`src/rtl/wb_write_queue.sv`:
```
// wb_write_queue
//   In-order write-back buffer in front of the 32x32 register file.
//   Accepts up to two results per cycle (MEM older, then ALU), retires one
//   write per cycle to the register file, and forwards pending results to the
//   decode read ports. A drain FSM lets the context-switch controller wait
//   until every pending write has landed.
//
// Ports
//   CLK, RESET                         clock, synchronous active-high reset
//   MEM_VALID/ADDR/DATA                memory-stage result (enqueued first)
//   ALU_VALID/ADDR/DATA                ALU-stage result (enqueued second)
//   STALL                              upstream must hold off new results
//   RF_WRITE/RF_INADDRESS/RF_IN        register file write port (head entry)
//   LOOKUP1_ADDR, LOOKUP2_ADDR         decode read addresses
//   HIT1/HIT_DATA1, HIT2/HIT_DATA2     youngest pending match per lookup
//   DRAIN_REQ, DRAIN_DONE              drain request level / done pulse
//   COUNT                              current occupancy
//   OVERFLOW                           sticky lost-push flag
module wb_write_queue #(
  parameter int DEPTH      = 4,
  parameter int DATA_WIDTH = 32,
  parameter int ADDR_WIDTH = 5
) (
  input  logic                    CLK,
  input  logic                    RESET,
  input  logic                    MEM_VALID,
  input  logic [ADDR_WIDTH-1:0]   MEM_ADDR,
  input  logic [DATA_WIDTH-1:0]   MEM_DATA,
  input  logic                    ALU_VALID,
  input  logic [ADDR_WIDTH-1:0]   ALU_ADDR,
  input  logic [DATA_WIDTH-1:0]   ALU_DATA,
  output logic                    STALL,
  output logic                    RF_WRITE,
  output logic [ADDR_WIDTH-1:0]   RF_INADDRESS,
  output logic [DATA_WIDTH-1:0]   RF_IN,
  input  logic [ADDR_WIDTH-1:0]   LOOKUP1_ADDR,
  input  logic [ADDR_WIDTH-1:0]   LOOKUP2_ADDR,
  output logic                    HIT1,
  output logic                    HIT2,
  output logic [DATA_WIDTH-1:0]   HIT_DATA1,
  output logic [DATA_WIDTH-1:0]   HIT_DATA2,
  input  logic                    DRAIN_REQ,
  output logic                    DRAIN_DONE,
  output logic [$clog2(DEPTH):0]  COUNT,
  output logic                    OVERFLOW
);

  localparam int PW = $clog2(DEPTH);
  localparam int CW = PW + 1;

  localparam logic [1:0] ST_IDLE     = 2'd0;
  localparam logic [1:0] ST_DRAINING = 2'd1;
  localparam logic [1:0] ST_DONE     = 2'd2;
  localparam logic [1:0] ST_WAIT     = 2'd3;

  logic [ADDR_WIDTH-1:0] addr_q [DEPTH];
  logic [ADDR_WIDTH-1:0] addr_d [DEPTH];
  logic [DATA_WIDTH-1:0] data_q [DEPTH];
  logic [DATA_WIDTH-1:0] data_d [DEPTH];
  logic [PW-1:0]         wr_ptr_q, wr_ptr_d;
  logic [PW-1:0]         rd_ptr_q, rd_ptr_d;
  logic [CW-1:0]         count_q, count_d;
  logic [1:0]            state_q, state_d;
  logic                  overflow_q, overflow_d;

  logic                  idle;
  logic                  mem_req, alu_req;
  logic                  mem_acc, alu_acc;
  logic                  pop;
  logic [CW-1:0]         free_slots;
  logic [PW-1:0]         alu_slot;

  // Push acceptance. Free space is judged on the registered occupancy only,
  // so a same-cycle pop never creates room for an extra push. Address 0
  // results are discarded silently and never take a slot.
  always_comb begin
    idle       = (state_q == ST_IDLE);
    mem_req    = MEM_VALID && (MEM_ADDR != '0);
    alu_req    = ALU_VALID && (ALU_ADDR != '0);
    free_slots = CW'(DEPTH) - count_q;
    mem_acc    = idle && mem_req && (free_slots != '0);
    alu_acc    = idle && alu_req && (free_slots > (mem_acc ? CW'(1) : CW'(0)));
    pop        = (count_q != '0);
  end

  // Queue storage and pointer/occupancy update
  always_comb begin
    addr_d   = addr_q;
    data_d   = data_q;
    alu_slot = wr_ptr_q + PW'(mem_acc);
    if (mem_acc) begin
      addr_d[wr_ptr_q] = MEM_ADDR;
      data_d[wr_ptr_q] = MEM_DATA;
    end
    if (alu_acc) begin
      addr_d[alu_slot] = ALU_ADDR;
      data_d[alu_slot] = ALU_DATA;
    end
    wr_ptr_d   = wr_ptr_q + PW'(mem_acc) + PW'(alu_acc);
    rd_ptr_d   = rd_ptr_q + PW'(pop);
    count_d    = count_q + CW'(mem_acc) + CW'(alu_acc) - CW'(pop);
    overflow_d = overflow_q | (mem_req & ~mem_acc) | (alu_req & ~alu_acc);
  end

  // Drain FSM
  always_comb begin
    state_d = state_q;
    case (state_q)
      ST_IDLE:     if (DRAIN_REQ)        state_d = ST_DRAINING;
      ST_DRAINING: if (count_q == '0)    state_d = ST_DONE;
      ST_DONE:                           state_d = ST_WAIT;
      ST_WAIT:     if (!DRAIN_REQ)       state_d = ST_IDLE;
      default:                           state_d = ST_IDLE;
    endcase
  end

  // Registered state boundary
  always_ff @(posedge CLK) begin
    if (RESET) begin
      wr_ptr_q   <= '0;
      rd_ptr_q   <= '0;
      count_q    <= '0;
      state_q    <= ST_IDLE;
      overflow_q <= 1'b0;
    end else begin
      wr_ptr_q   <= wr_ptr_d;
      rd_ptr_q   <= rd_ptr_d;
      count_q    <= count_d;
      state_q    <= state_d;
      overflow_q <= overflow_d;
    end
  end

  // Entry payloads carry no reset; every reader is qualified by occupancy.
  always_ff @(posedge CLK) begin
    addr_q <= addr_d;
    data_q <= data_d;
  end

  // Forwarding: scan oldest to youngest so the last match is the youngest.
  always_comb begin
    logic [PW-1:0] slot;
    slot      = rd_ptr_q;
    HIT1      = 1'b0;
    HIT2      = 1'b0;
    HIT_DATA1 = '0;
    HIT_DATA2 = '0;
    for (int i = 0; i < DEPTH; i++) begin
      slot = rd_ptr_q + PW'(i);
      if (CW'(i) < count_q) begin
        if ((LOOKUP1_ADDR != '0) && (addr_q[slot] == LOOKUP1_ADDR)) begin
          HIT1      = 1'b1;
          HIT_DATA1 = data_q[slot];
        end
        if ((LOOKUP2_ADDR != '0) && (addr_q[slot] == LOOKUP2_ADDR)) begin
          HIT2      = 1'b1;
          HIT_DATA2 = data_q[slot];
        end
      end
    end
  end

  // Output drive from registered state
  always_comb begin
    STALL        = (free_slots < CW'(2)) || !idle;
    RF_WRITE     = pop;
    RF_INADDRESS = pop ? addr_q[rd_ptr_q] : '0;
    RF_IN        = pop ? data_q[rd_ptr_q] : '0;
    DRAIN_DONE   = (state_q == ST_DONE);
    COUNT        = count_q;
    OVERFLOW     = overflow_q;
  end

endmodule

```
`config.mk`:
```
export PLATFORM = sky130hd
export DESIGN_NAME = wb_write_queue
export DESIGN_NICKNAME = d
export VERILOG_FILES = /design/src/rtl/wb_write_queue.sv
export SDC_FILE = /design/constraint.sdc
export NUM_CORES = 1
export LEC_CHECK = 0
export BUFFER_PORTS_ARGS = -buffer_cell sky130_fd_sc_hd__buf_2
export CELL_PAD_IN_SITES_DETAIL_PLACEMENT = 1
export CELL_PAD_IN_SITES_GLOBAL_PLACEMENT = 2
export CORE_MARGIN = 5
export CORE_UTILIZATION = 34
export CTS_CLUSTER_SIZE = 14
export DETAILED_ROUTE_END_ITERATION = 8
export PLACE_DENSITY_LB_ADDON = 0.2
export SLEW_MARGIN = 20
export SYNTH_ARGS = -nofsm -noshare
export SYNTH_HDL_FRONTEND = slang
export SYNTH_SLANG_ARGS = --single-unit
```
`constraint.sdc`:
```
create_clock -name CLK -period 3.47 [get_ports CLK]
set_clock_uncertainty 0.1 [all_clocks]
set_input_delay 0.694 -clock CLK [delete_from_list [all_inputs] [get_ports CLK]]
set_output_delay 0.694 -clock CLK [all_outputs]
set_load 0.05 [all_outputs]
```
* Word level (Yosys, flattened, before mapping)
Index checks and enable logic that the tools add are counted.
** Storage, ports and cells
- Register bits :: 158
- Bits of input ports :: 89
- Word-level logic and storage cells :: 169
** Cells by class
- Add/subtract/negate cells :: 10
- Order comparisons :: 14
- Equality and inequality tests :: 14
- Mux-type cells :: 79
- Bitwise gates (word level) :: 12
- Reduce and logical (&&, ||, !) cells :: 27
** Operators with widths (count)
- $mux W32 :: 27
- $bmux W32 S2 :: 4
- $bwmux W128 :: 2
- $mux W128 :: 2
- $demux W32 S2 :: 2
- $mux W5 :: 11
- $bmux W5 S2 :: 4
- $bwmux W20 :: 2
- $eq A5 B5 Y1 :: 8
- $mux W20 :: 2
- $demux W5 S2 :: 2
- $reduce_bool A5 Y1 :: 4
- $ge A3 B3 Y1 const B :: 6
- $not A2 Y3 :: 6
- $mux W1 :: 17
- $logic_and A1 B1 Y1 :: 16
- $pmux W2 S4 :: 1
- $add A2 B1 Y2 :: 3
- $add A3 B1 Y3 :: 2
- $lt A1 B3 Y1 const A :: 2
- $lt A2 B3 Y1 const A :: 2
- $lt A3 B1 Y1 const B :: 2
- $mux W2 :: 3
- $ne A2 B2 Y1 const B :: 3
- other kinds (17) :: 23

* Longest topological paths before layout
Gate-level depths: netlist of the first run.
- Depth in word-level cells :: 14
- Gate-level depth with buffers :: 13
- Depth with buffers taken out :: 13

* Worst setup path before layout of the first run
No wires, ideal clock.
- Path type :: register -> output
- Start :: register rd_ptr_q[0]
- End :: output HIT_DATA1[10]
- Arrival :: 3.400 ns
- Path slack :: -0.724 ns
- Stages on the path, launching flop included :: 10
- Path buffers :: 3
- Cell sequence :: dfxtp_1 -> buf_6 -> buf_12 -> mux4_2 -> a211oi_2 -> o221ai_2 -> nor4_4 -> buf_6 -> a31oi_1 -> a211oi_1
** On the way
- Longest elaborated chain between the ends :: 14
- Elaborated cells between the ends (all ways) :: 47
- Classes of those cells :: 3 x add/sub; 4 x eq/ne; 32 x mux; 4 x bitwise; 4 x reduce/logical
** RTL lines
- from (decl) :: line 61 : logic [PW-1:0] rd_ptr_q, rd_ptr_d;
- from (signal assigned) :: line 127 : rd_ptr_q <= rd_ptr_d;
- parallel branches: the longest is 13 deep, another holds $add A2 B1 Y2
- $mux W32 (*) :: line 150 : if (CW'(i) < count_q) begin
- to (decl) :: line 40 : output logic [DATA_WIDTH-1:0] HIT_DATA1,
Mark *: on every way between the ends. The select of a mux whose other input is x is not followed.

* Worst setup path after layout of the first run
- Start :: register rd_ptr_q[0]
- End :: output HIT_DATA2[24]
** On the way
- Longest elaborated chain between the ends :: 14
- Elaborated cells between the ends (all ways) :: 47
- Classes of those cells :: 3 x add/sub; 4 x eq/ne; 32 x mux; 4 x bitwise; 4 x reduce/logical
** RTL lines
- parallel branches: the longest is 13 deep, another holds $add A2 B1 Y2
- $mux W32 (*) :: line 150
- to (decl) :: line 41 : output logic [DATA_WIDTH-1:0] HIT_DATA2,
Marked as above.

==> results of run 1 <==
## worst reg2reg max path, delay by kind of cell (launching register included)
kind                       cells  cell delay [ns]
AOI/OAI and AO/OA              1             0.41
adders and majority gates      5             1.54
buffers and inverters          3             0.33
DFF                            1             0.38
and+or+nand+nor                2             0.30
## power groups by stage
stage	sequential, uW	clock, uW	combinational [uW]
finish	3680	1930	15700
global route	3810	2050	16800
CTS	3650	1980	14800
detailed placement	3700	0	13800
global placement	3620	0	13500
floorplan	3440	0	9490
## sequential cells by signal, summed over array words and instances, names as in the netlist
signal / flops
COUNT: 3
OVERFLOW: 1
addr_q: 20
data_q: 128
rd_ptr_q: 2
state_q: 2
wr_ptr_q: 2
## path summary, 6_finish.rpt
check / start / to / slack (ns) / cells past startpoint
setup / recovery: rd_ptr_q[0] / HIT_DATA2[24] / -0.57 / 12
setup reg to reg: COUNT[1] / COUNT[1] / 0.30 / 11
hold / removal: ALU_DATA[5] / data_q[37] / 0.38 / 3
hold reg to reg: OVERFLOW / OVERFLOW / 0.40 / 2
## placed cells by master, fill, tap and decap left out, types with 6 or more instances in the layout
cell	count
mux2i_1	226
nor2_1	177
nand2_1	172
dfxtp_1	155
o21ai_0	151
a21oi_1	130
buf_2	126
buf_4	121
buf_6	76
mux2_2	64
inv_1	49
buf_12	41
a211oi_4	32
a22o_1	32
o221ai_2	24
clkbuf_16	23
and3_4	21
nor3_2	20
o21ai_1	19
xor2_1	18
mux4_2	16
xnor2_1	15
a31oi_4	15
a31oi_2	14
nor3_4	13
ha_1	13
xnor2_2	10
and3_1	10
a21oi_2	10
o221ai_1	9
and2_1	8
buf_16	8
nand4_1	7
buf_8	6
## metrics by stage
stage	setup slack [ns]	setup TNS, ns
finish	-0.565	-33.24
global placement	-0.206	-7.91
floorplan	-0.0490	-0.550
CTS	-0.535	-31.63
detailed placement	-0.211	-10.39
global route	-0.649	-38.05
## cell usage after synthesis (all sizes together), types with 2 or more instances
master and instances:
dfxtp 158, nor2b 4, nor2 183, or2 3
nor3 37, buf 62, ha 14, nand3 3
and3 32, o21ai 174, nor4 6, xor2 18
a22o 32, mux2i 227, a211oi 37, clkbuf 97
nand2 173, fa 2, and4 3, inv 50
a31oi 31, mux2 65, xnor2 25, a21oi 142
o221ai 34, mux4 17, nand4 7, and2 9
## logic make-up (layout without fill, tap and decap cells)
group | count (synthesis) | after routing
AOI/OAI and AO/OA | 457 | 457
and+or+nand+nor | 465 | 465
muxes | 309 | 309
adders and majority gates | 16 | 16
other | 0 | 2
DFF | 158 | 158
xor gates and xnor gates | 43 | 43
buffers and inverters | 209 | 471
## area by class of cell
type / instances / area share [%]
inverter: 50 / 1.02
clock buffer: 20 / 2.51
timing repair buffer: 390 / 20.2
tap: 511 / 3.44
antenna: 2 / 0.0269
multi-input combinational: 1290 / 55.2
clock inverter: 11 / 0.599
sequential: 158 / 17.1
## metal layers
| layer | track usage, % | vias to the layer above | share of wire (%) |
|---|---|---|---|
| met5 | 0 | - | 0.059 |
| met4 | 7.56 | 4 | 2.2 |
| met3 | 4.63 | 84 | 4.1 |
| met2 | 45.9 | 304 | 49 |
| met1 | 33.4 | 6869 | 44 |
| li1 | - | 6410 | - |
## repair_timing
item,in CTS,in global routing
hold buffers,0,0
resized for setup,222,169
setup buffers,17,8
cloned,11,5
pin swaps,34,59
setup endpoints to repair,86,127
==> flow_metrics.env, run 1 <==
export IMPL_status="finished with violations"
export IMPL_violations="setup timing"
export IMPL_yosysWarnings=0
export IMPL_grt_pass1_vias=14400
export IMPL_crit_type="reg2out"
export IMPL_maxSlewHeadroom_pct=50.1
export IMPL_place_congestion=0.894
export IMPL_max_cap_violations=0
export IMPL_slowest_delay_ns=0.55
export IMPL_leakage_uw=0.00746
export IMPL_slowest_stage="mux4_2"
export IMPL_crit_fanout=11
export IMPL_p_per_area_mw_per_mm2=1150
export IMPL_synth_area_sq_mm=0.0128
export IMPL_vias_per_cell=5.62
export IMPL_crit_family="buffers and inverters"
export IMPL_netlist_top_cells_area="dfxtp_1 (25%), mux2i_1 (18%), o21ai_0 (6.8%)"
export IMPL_core_sq_mm=0.0374
export IMPL_synth_top_family_by_area="multiplexers"
export IMPL_cts_htree_levels=4
export IMPL_drt_total_wl_um=57200
export IMPL_synthAdderAreaFrac_pct=1.68
export IMPL_cts_root_buf="clkbuf_16"
export IMPL_final_hold_violation_count=0
export IMPL_vias=13700
export IMPL_multiInputGateArea_sq_mm=0.0102
export IMPL_grt_max_degree=127
export IMPL_dp_cells=2362
export IMPL_synth_top_area_share_pct=24.7
export IMPL_worst_ep_arrival_time_ns=3.24
export IMPL_antenna_found_initial=4
export IMPL_end_kind="output pin"
export IMPL_die_w_um=204
export IMPL_cts_tree="yes"
export IMPL_synth_compound_area_share_pct=21.2
export IMPL_slew_violations=0
export IMPL_grt_overflow=0
export IMPL_fin_nets=2012
export IMPL_whs_ns=0.383
export IMPL_synth_cell_types=52
export IMPL_avgSynthCellArea_sq_um=7.72
export IMPL_die_area_sq_mm=0.0416
export IMPL_path_clk_slew_ns=0.07
export IMPL_drtIter0Drc=650
export IMPL_worstMarginPinSlew_ns=0.749
export IMPL_grt_first_pass_wirelength_um=85100
export IMPL_setup_viol=66
export IMPL_n_fill_cell=4364
export IMPL_stdcell_area_sq_mm=0.0186
export IMPL_crit_buf_inv=6
export IMPL_first_pass_iters=5
export IMPL_synthFlopType="dfxtp_1"
export IMPL_period_minus_slack_ns=4.04
export IMPL_wl_per_cell_um=23.5
export IMPL_post_route_util_pct=49.7
export IMPL_critPathLaunchType="flop"
export IMPL_ir_drop_v=0.000823
export IMPL_numCtsBuffers=17
export IMPL_setup_ws_ns=-0.565
export IMPL_synth_area_mux_share_pct=26.6
export IMPL_die_y_um=204
export IMPL_seq_power_share_pct=17.2
export IMPL_dp_final_hpwl_um=36800
export IMPL_syn_inst=1657
export IMPL_ys_seq_area_share_pct=24.7
export IMPL_cts_sinks=158
export IMPL_pwr_share_clk_pct=9.1
export IMPL_cp_cell_sequence="buf_6 > buf_6 > mux4_2 > xnor2_2 > nand4_1 > buf_4 > o221ai_4 > buf_12 > buf_12 > o221ai_1 > a22o_1 > buf_6"
export IMPL_track_usage_pct=26.3
export IMPL_synth_xor_area_share_pct=2.94
export IMPL_comb_power_share_pct=73.7
export IMPL_cts_buffer_depth=2
export IMPL_ys_ff_latch=158
export IMPL_cpMostUsedCell="buf_6"
export IMPL_netSwitchingPower_uw=11300
export IMPL_drive_above_1_share_pct=36.5
export IMPL_report_power_total_uw=21300
export IMPL_fmax_ghz=0.248
export IMPL_remaining_drc_errors=0
export IMPL_synthSimpleGateAreaFrac_pct=15.7
export IMPL_hp_class="in2reg"
export IMPL_yosysTopAreaCell="dfxtp_1"
export IMPL_seqCellArea_sq_mm=0.00317
export IMPL_syn_nets=1762
export IMPL_num_rows=71
export IMPL_num_io_pins=199
export IMPL_worstPathRequired_ns=2.68
export IMPL_synthToLayoutAreaGrowth_pct=45.2
export IMPL_final_cells=2432
export IMPL_swShare_pct=53.1
export IMPL_antenna_left=0
export IMPL_period_share_pct=116
export IMPL_portBuffers=198
export IMPL_synth_edff_count=0
export IMPL_rsz0062_at_grt="yes"
export IMPL_start_util_pct=34.2
export IMPL_async_flop_share_pct=0
export IMPL_power_internal_uw=10000
export IMPL_dpl_cell_area_sq_mm=0.0158
export IMPL_clock_latency_ns=0.45
No activity file was read; power rests on OpenSTA's default activity.
==> run 2: changes to the inputs <==
--- a/config.mk
+++ b/config.mk
@@ -6,10 +6,11 @@
 export NUM_CORES = 1
 export LEC_CHECK = 0
 export BUFFER_PORTS_ARGS = -buffer_cell sky130_fd_sc_hd__buf_2
+export CAP_MARGIN = 20
 export CELL_PAD_IN_SITES_DETAIL_PLACEMENT = 1
-export CELL_PAD_IN_SITES_GLOBAL_PLACEMENT = 2
+export CELL_PAD_IN_SITES_GLOBAL_PLACEMENT = 1
 export CORE_MARGIN = 5
-export CORE_UTILIZATION = 34
+export CORE_UTILIZATION = 35
 export CTS_CLUSTER_SIZE = 14
 export DETAILED_ROUTE_END_ITERATION = 8
 export PLACE_DENSITY_LB_ADDON = 0.2
==> run 2 against run 1 <==
Against the previous run:
- the flow still finishes with violations (setup timing)
- routed wire length down 4.6%
- critical endpoint is now HIT_DATA2[25]
- flip-flop and latch count stayed put
- final cell count fell by 3.5%
- worst hold slack got worse by 0.0019 ns
==> flow_metrics.env, run 2 (same netlist as run 1, synthesis figures left out) <==
export IMPL_grt_pass1_vias=14400
export IMPL_synthToLayoutAreaGrowth_pct=36.7
export IMPL_min_to="data_q[105]"
export IMPL_num_rows=70
export IMPL_antenna_found_initial=5
export IMPL_slew_violations=0
export IMPL_worstPathRequired_ns=2.68
export IMPL_rsz0062_at_grt="yes"
export IMPL_crit_fanout=16
export IMPL_wl_met1_um=23900
export IMPL_wl_met2_um=26600
export IMPL_r2r_slack_ns=0.39
export IMPL_status="finished with violations"
export IMPL_vias_per_cell=5.71
export IMPL_die_area_sq_mm=0.0405
export IMPL_max_cap_violations=0
export IMPL_cts_root_buf="clkbuf_16"
export IMPL_cts_tree="yes"
export IMPL_r2r_cells=11
export IMPL_grt_overflow=0
export IMPL_grt_max_degree=127
export IMPL_period_minus_slack_ns=3.99
export IMPL_worst_ep_arrival_time_ns=3.20
export IMPL_die_y_um=201
export IMPL_r2r_end="COUNT[1]"
export IMPL_fin_nets=1970
export IMPL_vias=13400
export IMPL_die_w_um=201
export IMPL_worstHoldStart="ALU_DATA[9]"
export IMPL_track_usage_pct=25.4
export IMPL_ir_drop_v=0.000685
export IMPL_fmax_ghz=0.250
export IMPL_regMostFlops="data_q"
export IMPL_setup_ws_ns=-0.523
export IMPL_crit_type="reg2out"
export IMPL_min_path_cells=3
export IMPL_met3_length_um=2690
export IMPL_num_io_pins=199
export IMPL_report_power_total_uw=20400
export IMPL_violations="setup timing"
export IMPL_setup_viol=66
export IMPL_drive_above_1_share_pct=31.9
export IMPL_end_kind="output pin"
export IMPL_wl_per_cell_um=23.3
export IMPL_cts_htree_levels=4
export IMPL_cts_hold_buf=0
export IMPL_worstMarginPinSlew_ns=0.882
export IMPL_hp_class="in2reg"
export IMPL_p_per_area_mw_per_mm2=1170
export IMPL_cts_buffer_depth=2
export IMPL_largest_reg_flops=128
export IMPL_r2r_start="COUNT[0]"
export IMPL_post_place_ws_ns=-0.203
export IMPL_grt_first_pass_wirelength_um=82200
export IMPL_leakage_uw=0.00708
export IMPL_whs_ns=0.381
export IMPL_n_fill_cell=4297
export IMPL_start_util_pct=35.2
export IMPL_maxSlewHeadroom_pct=41.2
export IMPL_antenna_left=0
export IMPL_mostFrequentLayoutCell="mux2i_1"
export IMPL_clock_latency_ns=0.46
export IMPL_path_clk_slew_ns=0.08
export IMPL_cts_sinks=158
export IMPL_most_common_layout_cells="mux2i_1 (225), nor2_1 (179), nand2_1 (172), dfxtp_1 (155), o21ai_0 (151)"
export IMPL_critPathLaunchType="flop"
export IMPL_place_congestion=0.900
export IMPL_drt_total_wl_um=54600
export IMPL_highest_layer="met5"
export IMPL_final_hold_violation_count=0
export IMPL_period_share_pct=115
export IMPL_remaining_drc_errors=0
export IMPL_dp_final_hpwl_um=35200
export IMPL_numCtsBuffers=17
export IMPL_portBuffers=198
export IMPL_drtIter0Drc=719
export IMPL_first_pass_iters=5
export IMPL_core_sq_mm=0.0363
-- run 2: repair_timing --
action,in CTS,in global routing
setup buffers,16,4
setup endpoints to repair,76,99
gates resized for setup,216,63
pin swaps,50,34
gates cloned,6,9
-- run 2: stage by stage --
stage	utilization, %	setup TNS [ns]	area, sq um	std cells
finish	48.1	-30.76	17500	2348
floorplan	-	-0.550	13200	1657
global placement	42.3	-2.56	15400	2282
CTS	46.8	-30.98	17000	2336
detailed placement	42.3	-5.17	15400	2282
global route	48.1	-38.73	17500	2348
-- run 2: how the worst max path moves through the flow --
stage,start,endpoint,slack (ns),cells after the start
4_1_cts,rd_ptr_q[0],HIT_DATA2[25],-0.53,13
3_5_place_dp,rd_ptr_q[0],HIT_DATA1[0],-0.20,9
5_1_grt,rd_ptr_q[0],HIT_DATA2[26],-0.65,11
6_report,rd_ptr_q[0],HIT_DATA2[25],-0.52,11
2_1_floorplan,rd_ptr_q[0],HIT_DATA1[10],-0.05,9
3_3_place_gp,LOOKUP1_ADDR[1],HIT_DATA1[0],-0.13,9
-- run 2: area by class of cell --
class                           instances  area (sq um)  share of cell area, %
Multi-Input combinational cell       1291          9680                   55.4
Timing Repair Buffer                  347          3240                   18.5
Sequential cell                       158          3170                   18.1
Tap cell                              468           586                   3.35
Clock buffer                           17           425                   2.43
Inverter                               50           189                   1.08
Clock inverter                         15           186                   1.07
Antenna cell                            2          5.00                 0.0286
-- run 2: routing by layer --
metal | up-vias | global-route usage (%)
met1 | 6619 | 32.6
met4 | 4 | 8.01
met2 | 371 | 43.3
li1 | 6333 | -
met5 | - | 0
met3 | 84 | 4.98
-- run 2: worst max-delay path: stages (launching register included) --
cell,delay [ns]
dfxtp_4,0.39
buf_8,0.14
mux4_1,0.65
xnor2_1,0.19
nand4_1,0.13
buf_4,0.16
o221ai_4,0.15
buf_12,0.16
clkbuf_16,0.20
o221ai_1,0.14
a22o_1,0.26
buf_6,0.16
-- run 2: where the power goes --
group          switching, uW  total, uW  internal [uW]
clock network            997       1980            986
logic                   9040      14700           5700
registers                837       3670           2830
==> run 3: changes to the inputs <==
--- a/config.mk
+++ b/config.mk
@@ -5,6 +5,7 @@
 export SDC_FILE = /design/constraint.sdc
 export NUM_CORES = 1
 export LEC_CHECK = 0
+export ABC_AREA = 1
 export BUFFER_PORTS_ARGS = -buffer_cell sky130_fd_sc_hd__buf_2
 export CAP_MARGIN = 20
 export CELL_PAD_IN_SITES_DETAIL_PLACEMENT = 1
@@ -14,6 +15,7 @@
 export CTS_CLUSTER_SIZE = 14
 export DETAILED_ROUTE_END_ITERATION = 8
 export PLACE_DENSITY_LB_ADDON = 0.2
+export REMOVE_ABC_BUFFERS = 1
 export SLEW_MARGIN = 20
 export SYNTH_ARGS = -nofsm -noshare
 export SYNTH_HDL_FRONTEND = slang
==> run 3 against run 2 <==
Against the previous run:
- setup slack gained 0.35 ns
- final area increased by 8.0%
- non-clock buffer count down 44
- synthesized cell count is 73% higher
- global-route usage increased by 3.9 points
- routed wire length grew 37%
- critical path depth is 4 higher
- the run still ends with setup timing left
- final cell count grew 51%
- flip-flop and latch count is the same
- worst hold slack better by 0.015 ns
==> flow_metrics.env, run 3 <==
export IMPL_cts_sinks=158
export IMPL_synth_most_common_cell="nand2_1"
export IMPL_multiInputGateArea_sq_mm=0.0107
export IMPL_ys_ff_latch=158
export IMPL_mostFrequentLayoutCell="nand2_1"
export IMPL_max_cap_violations=0
export IMPL_drt_total_wl_um=75100
export IMPL_grt_busiest_layer="met2"
export IMPL_portBuffers=198
export IMPL_netlist_top_cells_area="nand2_1 (23%), dfxtp_1 (20%), o21ai_0 (12%)"
export IMPL_syn_inst=2862
export IMPL_clock_latency_ns=0.49
export IMPL_slowest_stage="dfxtp_4"
export IMPL_setup_ws_ns=-0.177
export IMPL_critPathLaunchType="flop"
export IMPL_antenna_left=0
export IMPL_r2r_slack_ns=0.55
export IMPL_grt_max_degree=121
export IMPL_use_met2_pct=48.9
export IMPL_antenna_found_initial=6
export IMPL_drive_above_1_share_pct=14.1
export IMPL_first_pass_iters=5
export IMPL_most_common_layout_cells="nand2_1 (933), o21ai_0 (346), nor2_1 (263), inv_1 (249), nand4_1 (214)"
export IMPL_slowest_delay_ns=0.44
export IMPL_fin_nets=3032
export IMPL_num_rows=77
export IMPL_synth_edff_count=0
export IMPL_yosysTopAreaCell="nand2_1"
export IMPL_numCtsBuffers=17
export IMPL_avgSynthCellArea_sq_um=5.47
export IMPL_cts_htree_levels=4
export IMPL_status="finished with violations"
export IMPL_hp_class="in2reg"
export IMPL_remaining_drc_errors=0
export IMPL_rsz0062_at_grt="yes"
export IMPL_r2r_start="COUNT[0]"
export IMPL_crit_family="simple AND/OR/NAND/NOR gates"
export IMPL_worstPathRequired_ns=2.68
export IMPL_min_to="data_q[97]"
export IMPL_maxSlewHeadroom_pct=47.8
export IMPL_crit_buf_inv=4
export IMPL_final_hold_violation_count=0
export IMPL_setup_tns_ns=-6.37
export IMPL_r2r_cells=10
export IMPL_post_route_util_pct=42.7
export IMPL_dp_final_hpwl_um=48700
export IMPL_min_path_cells=3
export IMPL_drtIter0Drc=1666
export IMPL_die_area_sq_mm=0.0490
export IMPL_crit_fanout=16
export IMPL_die_y_um=221
export IMPL_wl_per_cell_um=21.2
export IMPL_synth_cell_types=35
export IMPL_synthFlopType="dfxtp_1"
export IMPL_synth_area_sq_mm=0.0157
export IMPL_period_minus_slack_ns=3.65
export IMPL_whs_ns=0.396
export IMPL_end_kind="output pin"
export IMPL_cts_root_buf="clkbuf_16"
export IMPL_met3_usage_pct=5.84
export IMPL_synthToLayoutAreaGrowth_pct=20.7
export IMPL_grt_pass1_vias=20600
export IMPL_cts_buffer_depth=2
export IMPL_cpMostUsedCell="nand2_1"
export IMPL_core_sq_mm=0.0442
export IMPL_vias=20500
export IMPL_start_util_pct=35.4
export IMPL_crit_type="reg2out"
export IMPL_use_met1_pct=37.2
export IMPL_period_share_pct=105
export IMPL_path_clk_slew_ns=0.08
export IMPL_slew_violations=0
export IMPL_yosysWarnings=0
export IMPL_place_congestion=0.929
export IMPL_violations="setup timing"
export IMPL_vias_per_cell=5.81
export IMPL_regMostFlops="data_q"
export IMPL_async_flop_share_pct=0
export IMPL_netlist_top_cells_count="nand2_1 (951), o21ai_0 (361), nor2_1 (273)"
export IMPL_n_fill_cell=6073
export IMPL_grt_overflow=0
export IMPL_worst_ep_arrival_time_ns=2.85
export IMPL_track_usage_pct=29.3
export IMPL_die_w_um=221
export IMPL_seqCellArea_sq_mm=0.00317
export IMPL_worstHoldStart="ALU_DATA[1]"
export IMPL_cts_tree="yes"
export IMPL_ys_seq_area_share_pct=20.2
export IMPL_r2r_end="COUNT[1]"
export IMPL_grt_first_pass_wirelength_um=117000
export IMPL_worstMarginPinSlew_ns=0.775
export IMPL_setup_viol=64
export IMPL_largest_reg_flops=128
export IMPL_synth_top_area_share_pct=22.8
export IMPL_num_io_pins=199
export IMPL_fmax_ghz=0.274
export IMPL_cp_cell_sequence="buf_12 > nand2_1 > o21ai_4 > nand2_1 > nand3_2 > nand2_1 > nor2_4 > nand3_4 > buf_12 > buf_12 > nand2_1 > nand3_1 > nand2_1 > nand2_1 > buf_4"
==> run 3: cell types whose count changed after synthesis, sizes merged, moves of 35 or more <==
cell    previous run  this run
clkbuf            97       137
a21oi            142         6
mux2i            227         0
inv               50       254
nand3              3       131
mux2              65         0
nor2             183       279
o21ai            174       421
o31ai              0       148
nand4              7       214
buf               62       122
a211oi            37         2
nand2            173       954
==> run 3: through the flow <==
step,setup slack [ns],cells,area (sq um)
floorplan,-5.76,2603,14500
global placement,0.0398,3472,17300
detailed placement,-0.0190,3472,17300
CTS,-0.123,3528,18800
global route,-0.298,3534,18900
finish,-0.177,3534,18900
==> run 3: how the worst max path moves through the flow <==
stage	cells past startpoint	startpoint	endpoint	slack, ns
after global placement	14	LOOKUP2_ADDR[4]	HIT_DATA2[9]	0.04
after global routing	14	rd_ptr_q[0]	HIT_DATA2[5]	-0.30
after floorplan	11	COUNT[0]	wr_ptr_q[1]	-5.76
after CTS	16	rd_ptr_q[1]	HIT_DATA2[5]	-0.12
final	15	rd_ptr_q[0]	HIT_DATA2[24]	-0.18
after detailed placement	14	LOOKUP1_ADDR[4]	HIT_DATA1[9]	-0.02
==> run 3: kinds of logic after synthesis <==
logic type      count (synthesis)  share of synthesized area, %
flops                         158                          20.2
buf+inv                       514                          13.8
fa+ha+maj                      16                          1.38
xor+xnor                        9                         0.504
compound gates                579                          21.1
simple gates                 1586                          43.0
==> run 3: per-layer routing <==
metal | share of wire, % | up-vias
met4 | 3.6 | 8
li1 | - | 9596
met5 | 0.047 | -
met3 | 7.1 | 167
met2 | 47 | 762
met1 | 43 | 10000
==> run 3: final cells by class <==
class	instances	area share (%)
Timing Repair Buffer	303	14.5
Sequential cell	158	16.8
Inverter	255	5.14
Multi-Input combinational cell	2192	56.4
Clock buffer	18	2.32
Clock inverter	14	0.894
Antenna cell	2	0.0265
Tap cell	592	3.92
==> run 3: timing repair <==
| item | CTS | global route |
|---|---|---|
| endpoints found under the setup margin | 75 | 69 |
| hold buffers | 0 | 0 |
| gates cloned | 8 | 1 |
| gates resized for setup | 174 | 28 |
| setup buffers | 16 | 3 |
| pin swaps | 13 | 0 |
==> run 3: worst min-delay path, stage by stage <==
cell and delay, ns:
buf_2 0.13, nand4_1 0.09, nand2_1 0.05
Power of run 3 is not shown: default switching activity piles up to over one toggle a cycle in this logic, so the estimate is an artifact.
